<file path="src/rtl/pe_pkg.sv">
// Shared constants and types for the 8-to-3 sticky priority encoder.
package pe_pkg;

  localparam int PE_N = 8;
  localparam int PE_W = 3;

  localparam logic PE_FIXED = 1'b0;
  localparam logic PE_RR    = 1'b1;

  typedef enum logic {
    ST_IDLE    = 1'b0,
    ST_PRESENT = 1'b1
  } pe_state_e;

endpackage

</file>
<file path="src/rtl/prio_pick8.sv">
// Combinational picker: highest set bit (fixed) or first set bit from start (round-robin).
module prio_pick8
  import pe_pkg::*;
(
  input  logic [PE_N-1:0] req,
  input  logic [PE_W-1:0] start,
  input  logic            mode,
  output logic [PE_W-1:0] idx,
  output logic            any
);

  logic            found;
  logic [PE_W-1:0] pos;

  always_comb begin
    idx   = '0;
    found = 1'b0;
    pos   = '0;
    any   = |req;
    if (mode == PE_FIXED) begin
      // Ascending scan, so the last hit is the highest index.
      for (int i = 0; i < PE_N; i++) begin
        if (req[i]) idx = PE_W'(i);
      end
    end else begin
      for (int k = 0; k < PE_N; k++) begin
        pos = start + PE_W'(k);
        if (!found && req[pos]) begin
          idx   = pos;
          found = 1'b1;
        end
      end
    end
  end

endmodule

</file>
<file path="src/rtl/prio_encoder8x3_q.sv">
// Sticky 8-to-3 priority encoder: latches requests, presents one index per valid/ready accept.
module prio_encoder8x3_q
  import pe_pkg::*;
#(
  parameter int RR = 0,
  parameter int N  = 8
) (
  input  logic            clk,
  input  logic            rst_n,
  input  logic [N-1:0]    in,
  input  logic            en,
  output logic [PE_W-1:0] out,
  output logic            valid,
  input  logic            ready,
  output logic [N-1:0]    pend,
  output logic            ovf
);

  if (N != PE_N) begin : g_n_check
    $error("prio_encoder8x3_q supports only N = 8");
  end

  pe_state_e       state_q, state_d;
  logic [PE_N-1:0] pend_q, pend_d;
  logic [PE_W-1:0] out_q, out_d;
  logic [PE_W-1:0] last_q, last_d;
  logic            ovf_q, ovf_d;

  logic            acc;
  logic [PE_N-1:0] clr, set, rem, pick_req;
  logic [PE_W-1:0] pick_start, pick_idx;
  logic            pick_any;

  assign valid = (state_q == ST_PRESENT);
  assign out   = out_q;
  assign pend  = pend_q;
  assign ovf   = ovf_q;

  assign acc = valid && ready;
  assign clr = acc ? (PE_N'(1) << out_q) : '0;
  assign set = in & {PE_N{en}};
  assign rem = pend_q & ~clr;

  // While presenting, the next pick looks at what survives this accept and
  // starts just past the index being accepted; the same-cycle set is excluded.
  assign pick_req   = (state_q == ST_PRESENT) ? rem : pend_q;
  assign pick_start = (state_q == ST_PRESENT) ? out_q + 3'd1 : last_q + 3'd1;

  prio_pick8 u_pick (
    .req   (pick_req),
    .start (pick_start),
    .mode  ((RR != 0) ? PE_RR : PE_FIXED),
    .idx   (pick_idx),
    .any   (pick_any)
  );

  always_comb begin
    pend_d  = rem | set;
    ovf_d   = |(set & rem);
    state_d = state_q;
    out_d   = out_q;
    last_d  = last_q;
    case (state_q)
      ST_IDLE: begin
        if (pick_any) begin
          out_d   = pick_idx;
          state_d = ST_PRESENT;
        end
      end
      ST_PRESENT: begin
        if (acc) begin
          last_d = out_q;
          if (pick_any) out_d = pick_idx;
          else          state_d = ST_IDLE;
        end
      end
      default: state_d = ST_IDLE;
    endcase
  end

  always_ff @(posedge clk or negedge rst_n) begin
    if (!rst_n) begin
      state_q <= ST_IDLE;
      pend_q  <= '0;
      out_q   <= '0;
      last_q  <= 3'd7;
      ovf_q   <= 1'b0;
    end else begin
      state_q <= state_d;
      pend_q  <= pend_d;
      out_q   <= out_d;
      last_q  <= last_d;
      ovf_q   <= ovf_d;
    end
  end

endmodule

</file>
<file path="config.mk">
export PLATFORM = sky130hd
export DESIGN_NAME = prio_encoder8x3_q
export DESIGN_NICKNAME = d
export VERILOG_FILES = /design/src/rtl/pe_pkg.sv /design/src/rtl/prio_pick8.sv /design/src/rtl/prio_encoder8x3_q.sv
export SDC_FILE = /design/constraint.sdc
export NUM_CORES = 1
export LEC_CHECK = 0
export CAP_MARGIN = 20
export CORE_UTILIZATION = 42
export CTS_BUF_LIST = sky130_fd_sc_hd__clkbuf_4 sky130_fd_sc_hd__clkbuf_8
export DETAILED_ROUTE_END_ITERATION = 10
export PLACE_DENSITY_LB_ADDON = 0.3
export SYNTH_ARGS = -nofsm -noshare
export SYNTH_HDL_FRONTEND = slang
export SYNTH_SLANG_ARGS = --single-unit
</file>
<file path="constraint.sdc">
create_clock -name clk -period 2.7 [get_ports clk]
set_clock_uncertainty 0.15 [all_clocks]
set_input_delay 0.405 -clock clk [delete_from_list [all_inputs] [get_ports clk]]
set_output_delay 0.405 -clock clk [all_outputs]
set_load 0.01 [all_outputs]
</file>
==> metrics.txt, run 1 <==
post-CTS setup buffer count 0; post-synthesis sequential area ratio 0.481; Worst Path Arrival ~2.3 ns; top achievable clock speed 438 MHz; Min-Delay Path Class in2async; utilization after layout 0.654; layout cells sized above 1 0.117; GR met3 Demand/Resource 0.0388; initial antenna violation count 0; Fin Setup TNS 0 ns; syn_area_per_cell 9.27 µm²; CTS tree yes; die height between 40 and 50 µm; Setup WS pre-CTS 0.139 ns; Global Route Usage Sum 0.203; slowest cell delay on critical path ~0.55 ns; Area contributors post-synth dfrtp_1 (48%), nand2_1 (11%), o21a_1 (4.4%), o21ai_0 (3.0%), inv_1 (2.8%); minimum clock period approximately 2.3 ns; most frequent cells in the layout clkdlybuf4s50_1 (24), nand2_1 (20), dfrtp_1 (13), inv_1 (5); Via density between 5 and 6; status finished clean; PostCTS Resize Cnt 0; GR Util met2 0.331; final setup violation count 0; crit-path max FO 5; pin slew with the least headroom to its limit between 0.5 and 0.6 ns; clk sinks 13; post-DP HPWL ~1.2 mm; ant diodes 0; sw frac 0.366; Power Internal 0.491 mW; Filler cells about 120; largest area contributor in the netlist dfrtp_1; Synth Instances 73; Final Cell Area approximately 1000 µm²; grt ovf 0; most used cell, CP o21ai_2; sequential power share 0.364; Sw Pwr around 0.28 mW; Starting Density 0.449; slowest stage cell on the critical path clkdlybuf4s50_1; maximum vdd ir drop about 0.37 mV; DRT Pass-1 Iters 5; drt drc 0; vias in the first global route 634; leakage approximately 0.40 nW; Port Buffers 24; RSZ-0062 raised after global routing no; first-pass GRT wire length about 2.7 mm; Die Width between 40 and 50 µm; largest net degree at the start of global routing 14; worst path required time approximately 2.7 ns; commonest non-fill, non-tap cell in the layout clkdlybuf4s50_1; Max H-tree Level 1; CTS buffer count 3; die area 0.00178 mm²; Reg clk slew, reported paths around 0.080 ns; initial DRC count 21; Fin. Hold Viols 0; post-synth top area share 0.481; I/O pins 25; Final ANT Viol Nets 0; Post-Syn Area 677 µm²; final period utilization 0.845; power per cell area 785 mW/mm²; #FFs+latches synth 13; DR WL/cell around 14 µm; Clk Latency, worst-skew pair roughly 0.28 ns; Max-Cap Viols 0; CP endpoint kind flop; root buf cell clkbuf_4; Area after DPL ~960 µm²; maximum buffer depth of the clock tree 2; r2r worst-path depth 5; Core Area between 0.0015 and 0.002 mm²; Area Growth Syn to Fin 45.7%; crit start category input pin; final worst setup slack 0.419 ns; fin nets between 100 and 150; post-synthesis net count 85; met1 Usage GRT 0.258; reg2reg setup slack between 0.5 and 0.6 ns; busiest grt layer met2; Synth warnings 0; Final Slew Violations 0; row cnt 14; critical path type in2reg; hold_buf cts 0; post-synth cell types 24; RePlAce Congestion between 0.8 and 0.9; logic gate share of total power 0.466; DRT Wirelength approximately 1.6 mm; Clk pwr share 0.170; Design Power approximately 0.77 mW; CP Cell Sequence clkdlybuf4s50_1, or3b_4, o21ai_2, nand4_2, o21ai_2, mux2_1; worst relative slew slack 0.603; detailed-route via count between 600 and 700
layout make-up:
type	instances	area, µm²	area share
clock buffers	4	30.0	0.0305
inverters	5	18.8	0.0190
multi-input cells	54	329	0.334
flip-flops and latches	13	325	0.330
well taps	16	20.0	0.0203
repair buffers	27	263	0.266
worst paths after layout:
path,start,end
worst max register to register,out[0]$_DFFE_PN0P_,out[1]$_DFFE_PN0P_
min in group clk,pend[0]$_DFF_PN0_,pend[0]$_DFF_PN0_
max in group asynchronous,rst_n,pend[7]$_DFF_PN0_
worst min-delay path,rst_n,pend[0]$_DFF_PN0_
worst max-delay path,ready,out[1]$_DFFE_PN0P_
worst min register to register,pend[0]$_DFF_PN0_,pend[0]$_DFF_PN0_
critical path: cells and delay by family:
kind	cells	cell delay, ns
buffers and inverters	1	0.55
AND/OR/NAND/NOR	2	0.59
multiplexers	1	0.34
AO/OA/AOI/OAI	2	0.42
routing by layer:
layer  vias to the layer above  share of wire
li1                        323              -
met1                       312           0.45
met2                        27           0.47
met3                         4          0.063
met4                         0          0.016
met5                         -              0
synthesized netlist by cell type:
cell and number:
o21ai_0 4, buf_1 1, a22o_1 1, a221oi_1 2
o22ai_1 2, o21ai_1 2, dfrtp_1 13, o21ai_2 2
nand3b_1 2, mux2i_1 1, o21a_1 4, nand3_1 2
o21ai_4 1, a31oi_1 1, or3b_4 1, inv_1 5
nand2b_1 2, nor2_1 1, nand4_1 1, mux2_1 1
o211ai_1 2, nand2_1 20, a21boi_0 1, nand4_2 1
state kept, by name, summed over array words and instances (netlist names):
register  count
out           3
valid         1
pend          8
ovf           1
power groups by stage:
stage,combinational [mW],clock [mW],sequential [mW]
2_1_floorplan,0.153,0,0.303
3_5_place_dp,0.361,0,0.285
3_3_place_gp,0.355,0,0.282
6_report,0.361,0.131,0.282
4_1_cts,0.362,0.135,0.282
5_1_grt,0.390,0.143,0.289
logic make-up after synthesis:
group | count (synthesis) | synth area share
compound gates | 22 | 0.238
mux | 2 | 0.0314
flops | 13 | 0.481
buf+inv | 6 | 0.0333
simple gates | 30 | 0.216
metrics by stage:
step | cells | hold slack [ns]
after detailed placement | 115 | 0.392
after global routing | 119 | 0.389
after floorplan | 73 | -0.0406
final | 119 | 0.342
after global placement | 115 | 0.375
after CTS | 119 | 0.363
Note: power is estimated with default switching activity, not from simulation.
==> run 2: changes to the inputs <==
--- a/config.mk
+++ b/config.mk
@@ -6,7 +6,7 @@
 export NUM_CORES = 1
 export LEC_CHECK = 0
 export CAP_MARGIN = 20
-export CORE_UTILIZATION = 42
+export CORE_UTILIZATION = 40
 export CTS_BUF_LIST = sky130_fd_sc_hd__clkbuf_4 sky130_fd_sc_hd__clkbuf_8
 export DETAILED_ROUTE_END_ITERATION = 10
 export PLACE_DENSITY_LB_ADDON = 0.3
==> constraint.sdc (replaced) <==
create_clock -name clk -period 1.9 [get_ports clk]
set_clock_uncertainty 0.15 [all_clocks]
set_input_delay 0.285 -clock clk [delete_from_list [all_inputs] [get_ports clk]]
set_output_delay 0.285 -clock clk [all_outputs]
set_load 0.01 [all_outputs]
==> run 2 against run 1 <==
  * The run now ends with setup timing left
  * Flip-flop and latch count unchanged
  * Setup slack worse by 0.46 ns
  * Die area rose by 4.8%
  * Critical path depth shrank 1
  * Sequential power rose by 41%
  * Via count is 11% higher
  * Utilization is 7.8 points higher
  * Worst hold slack lost 0.11 ns
  * Global-route usage grew 3.9 points
  * Design area up 14%
  * First-iteration DRC count fell by 38%
  * Register-to-register slack got worse by 0.63 ns
  * Critical path type is now reg2reg
  * Critical endpoint unchanged
==> metrics.txt, run 2 (same netlist as run 1, synthesis figures left out) <==
hold_buf cts 0 (unchanged); final setup violation count 2 (+2); largest net degree at the start of global routing 14 (unchanged); clk sinks 13 (unchanged); drt drc 0 (unchanged); post-DP HPWL 1.44 mm (+16%); Clk Latency, worst-skew pair 0.27 ns (about the same); initial DRC count 13 (-38%); Power Internal 0.804 mW (+64%); failing checks setup timing; r2r worst-path depth 5 (unchanged); first-pass GRT wire length 3.35 mm (+23%); Filler cells 127 (+3.3%); slowest stage cell on the critical path or3b_4; ant diodes 0 (unchanged); top achievable clock speed between 500 and 600 MHz; max FFs per register 8 (unchanged); detailed-route via count 740 (+11%); layout cells sized above 1 0.254 (+0.138); Max H-tree Level 1 (unchanged); root buf cell clkbuf_4; worst path required time 1.91 ns (-0.81 ns); r2r endpoint out[1]$_DFFE_PN0P_; slowest cell delay on critical path 0.44 ns (-0.11 ns); grt ovf 0 (unchanged); startpoint of the worst register-to-register path out[2]$_DFFE_PN0P_; status finished, violations left; Final Slew Violations 0 (unchanged); commonest non-fill, non-tap cell in the layout clkdlybuf4s50_1; CP endpoint kind flop; maximum vdd ir drop 0.600 mV (+60%); power per cell area 1120 mW/mm² (+43%); DRT Wirelength 1.98 mm (+23%); Reg clk slew, reported paths 0.08 ns (about the same); worst relative slew slack 0.599 (-0.00437); row cnt 14 (unchanged); pin slew with the least headroom to its limit 0.600 ns (+0.00653 ns); minimum clock period 1.94 ns; sw frac 0.366 (about the same); Final ANT Viol Nets 0 (unchanged); reg2reg setup slack -0.04 ns (-0.63 ns); CP Cell Sequence or3b_4, o21ai_4, nand4_4, o21ai_2, mux2_4; crit start category flop; CP top delay family simple AND/OR/NAND/NOR gates; I/O pins 25 (unchanged); Clk pwr share 0.146 (-0.024); DRT Pass-1 Iters 4 (-1); Area Growth Syn to Fin 66.7%; CTS buffer count 3 (unchanged); Buffers & Inverters on Critical Path 0 (-1); Area after DPL 0.00105 mm² (+10%); Global Route Usage Sum 0.242 (+0.0388); die area 0.00186 mm² (+4.8%); Core Area 0.00154 mm² (+2.3%); Worst Path Arrival 1.95 ns (-0.35 ns); most frequent cells in the layout clkdlybuf4s50_1 (23), nand2_1 (20), buf_4 (17), dfrtp_1 (13), inv_1 (5); fin nets 131 (+13%); RePlAce Congestion 0.868 (+6.2%); vias in the first global route 782 (+23%); critical path type reg2reg; logic gate share of total power 0.540 (+0.074); final period utilization 1.02; Final Cell Area 0.00113 mm² (+14%); leakage 0.484 nW (+20%); die height 43.1 µm (+2.3%); Max-Cap Viols 0 (unchanged); DR WL/cell 14.8 µm (+9.1%); crit-path max FO 3 (-2); Fin. Hold Viols 0 (unchanged); sequential power share 0.314 (-0.050); Finished Layout Cells 134 (+13%); Port Buffers 24 (unchanged); Via density 5.52 (-1.3%); Starting Density 0.439 (-0.0102); Die Width 43.1 µm (+2.3%); final worst setup slack -0.0410 ns (-0.460 ns); Min-Delay Path Class in2async; RSZ-0062 raised after global routing yes; CTS tree yes; placed cells 128 (+11%); maximum buffer depth of the clock tree 2 (unchanged); initial antenna violation count 0 (unchanged); Sw Pwr 0.463 mW (+64%)
[run 2: area by class of cell]
type	count	area, µm²	area share
tap	16	20.0	0.0177
clock buffer	4	30.0	0.0266
timing repair buffer	42	378	0.335
multi-input combinational	54	357	0.316
sequential	13	325	0.288
inverter	5	18.8	0.0166
[run 2: layer usage]
metal	part of all wire	global-route usage
met3	0.037	0.0340
met5	0	0
met1	0.44	0.290
met2	0.52	0.412
met4	0.0045	0.127
[run 2: what timing repair did]
item | 4_1_cts | 5_1_grt
gates cloned | 0 | 0
endpoints found under the setup margin | 3 | 3
resized for setup | 8 | 2
buffers inserted | 2 | 0
pin swaps | 4 | 0
[run 2: power by group through the flow]
stage | Sequential [mW] | Combinational [mW] | Clock (mW)
finish | 0.397 | 0.685 | 0.185
detailed placement | 0.399 | 0.619 | 0
floorplan | 0.430 | 0.218 | 0
CTS | 0.394 | 0.668 | 0.187
global route | 0.407 | 0.733 | 0.201
global placement | 0.395 | 0.604 | 0
[run 2: how the worst max path moves through the flow]
stage,startpoint,endpoint,cells past startpoint
2_1_floorplan,out[1]$_DFFE_PN0P_,out[1]$_DFFE_PN0P_,5
3_3_place_gp,ready,out[1]$_DFFE_PN0P_,6
3_5_place_dp,ready,out[1]$_DFFE_PN0P_,6
4_1_cts,out[2]$_DFFE_PN0P_,out[1]$_DFFE_PN0P_,5
5_1_grt,out[2]$_DFFE_PN0P_,out[1]$_DFFE_PN0P_,5
6_report,out[2]$_DFFE_PN0P_,out[1]$_DFFE_PN0P_,5
[run 2: stage by stage]
step                      total power [mW]  setup TNS (ns)  setup slack [ns]  utilization  hold WS [ns]
after floorplan                      0.648         -0.0394           -0.0394            -        -0.161
after global placement               0.999           -1.25            -0.394        0.683         0.472
after detailed placement              1.02           -1.59            -0.469        0.683         0.481
after CTS                             1.25         -0.0274           -0.0274        0.727         0.246
after global routing                  1.34          -0.264            -0.104        0.732         0.282
final                                 1.27         -0.0425           -0.0410        0.732         0.237
[run 2: worst reg2reg max path, stage by stage (launching register included)]
cell	delay [ns]
dfrtp_1	0.41
or3b_4	0.44
o21ai_4	0.20
nand4_4	0.13
o21ai_2	0.19
mux2_4	0.31
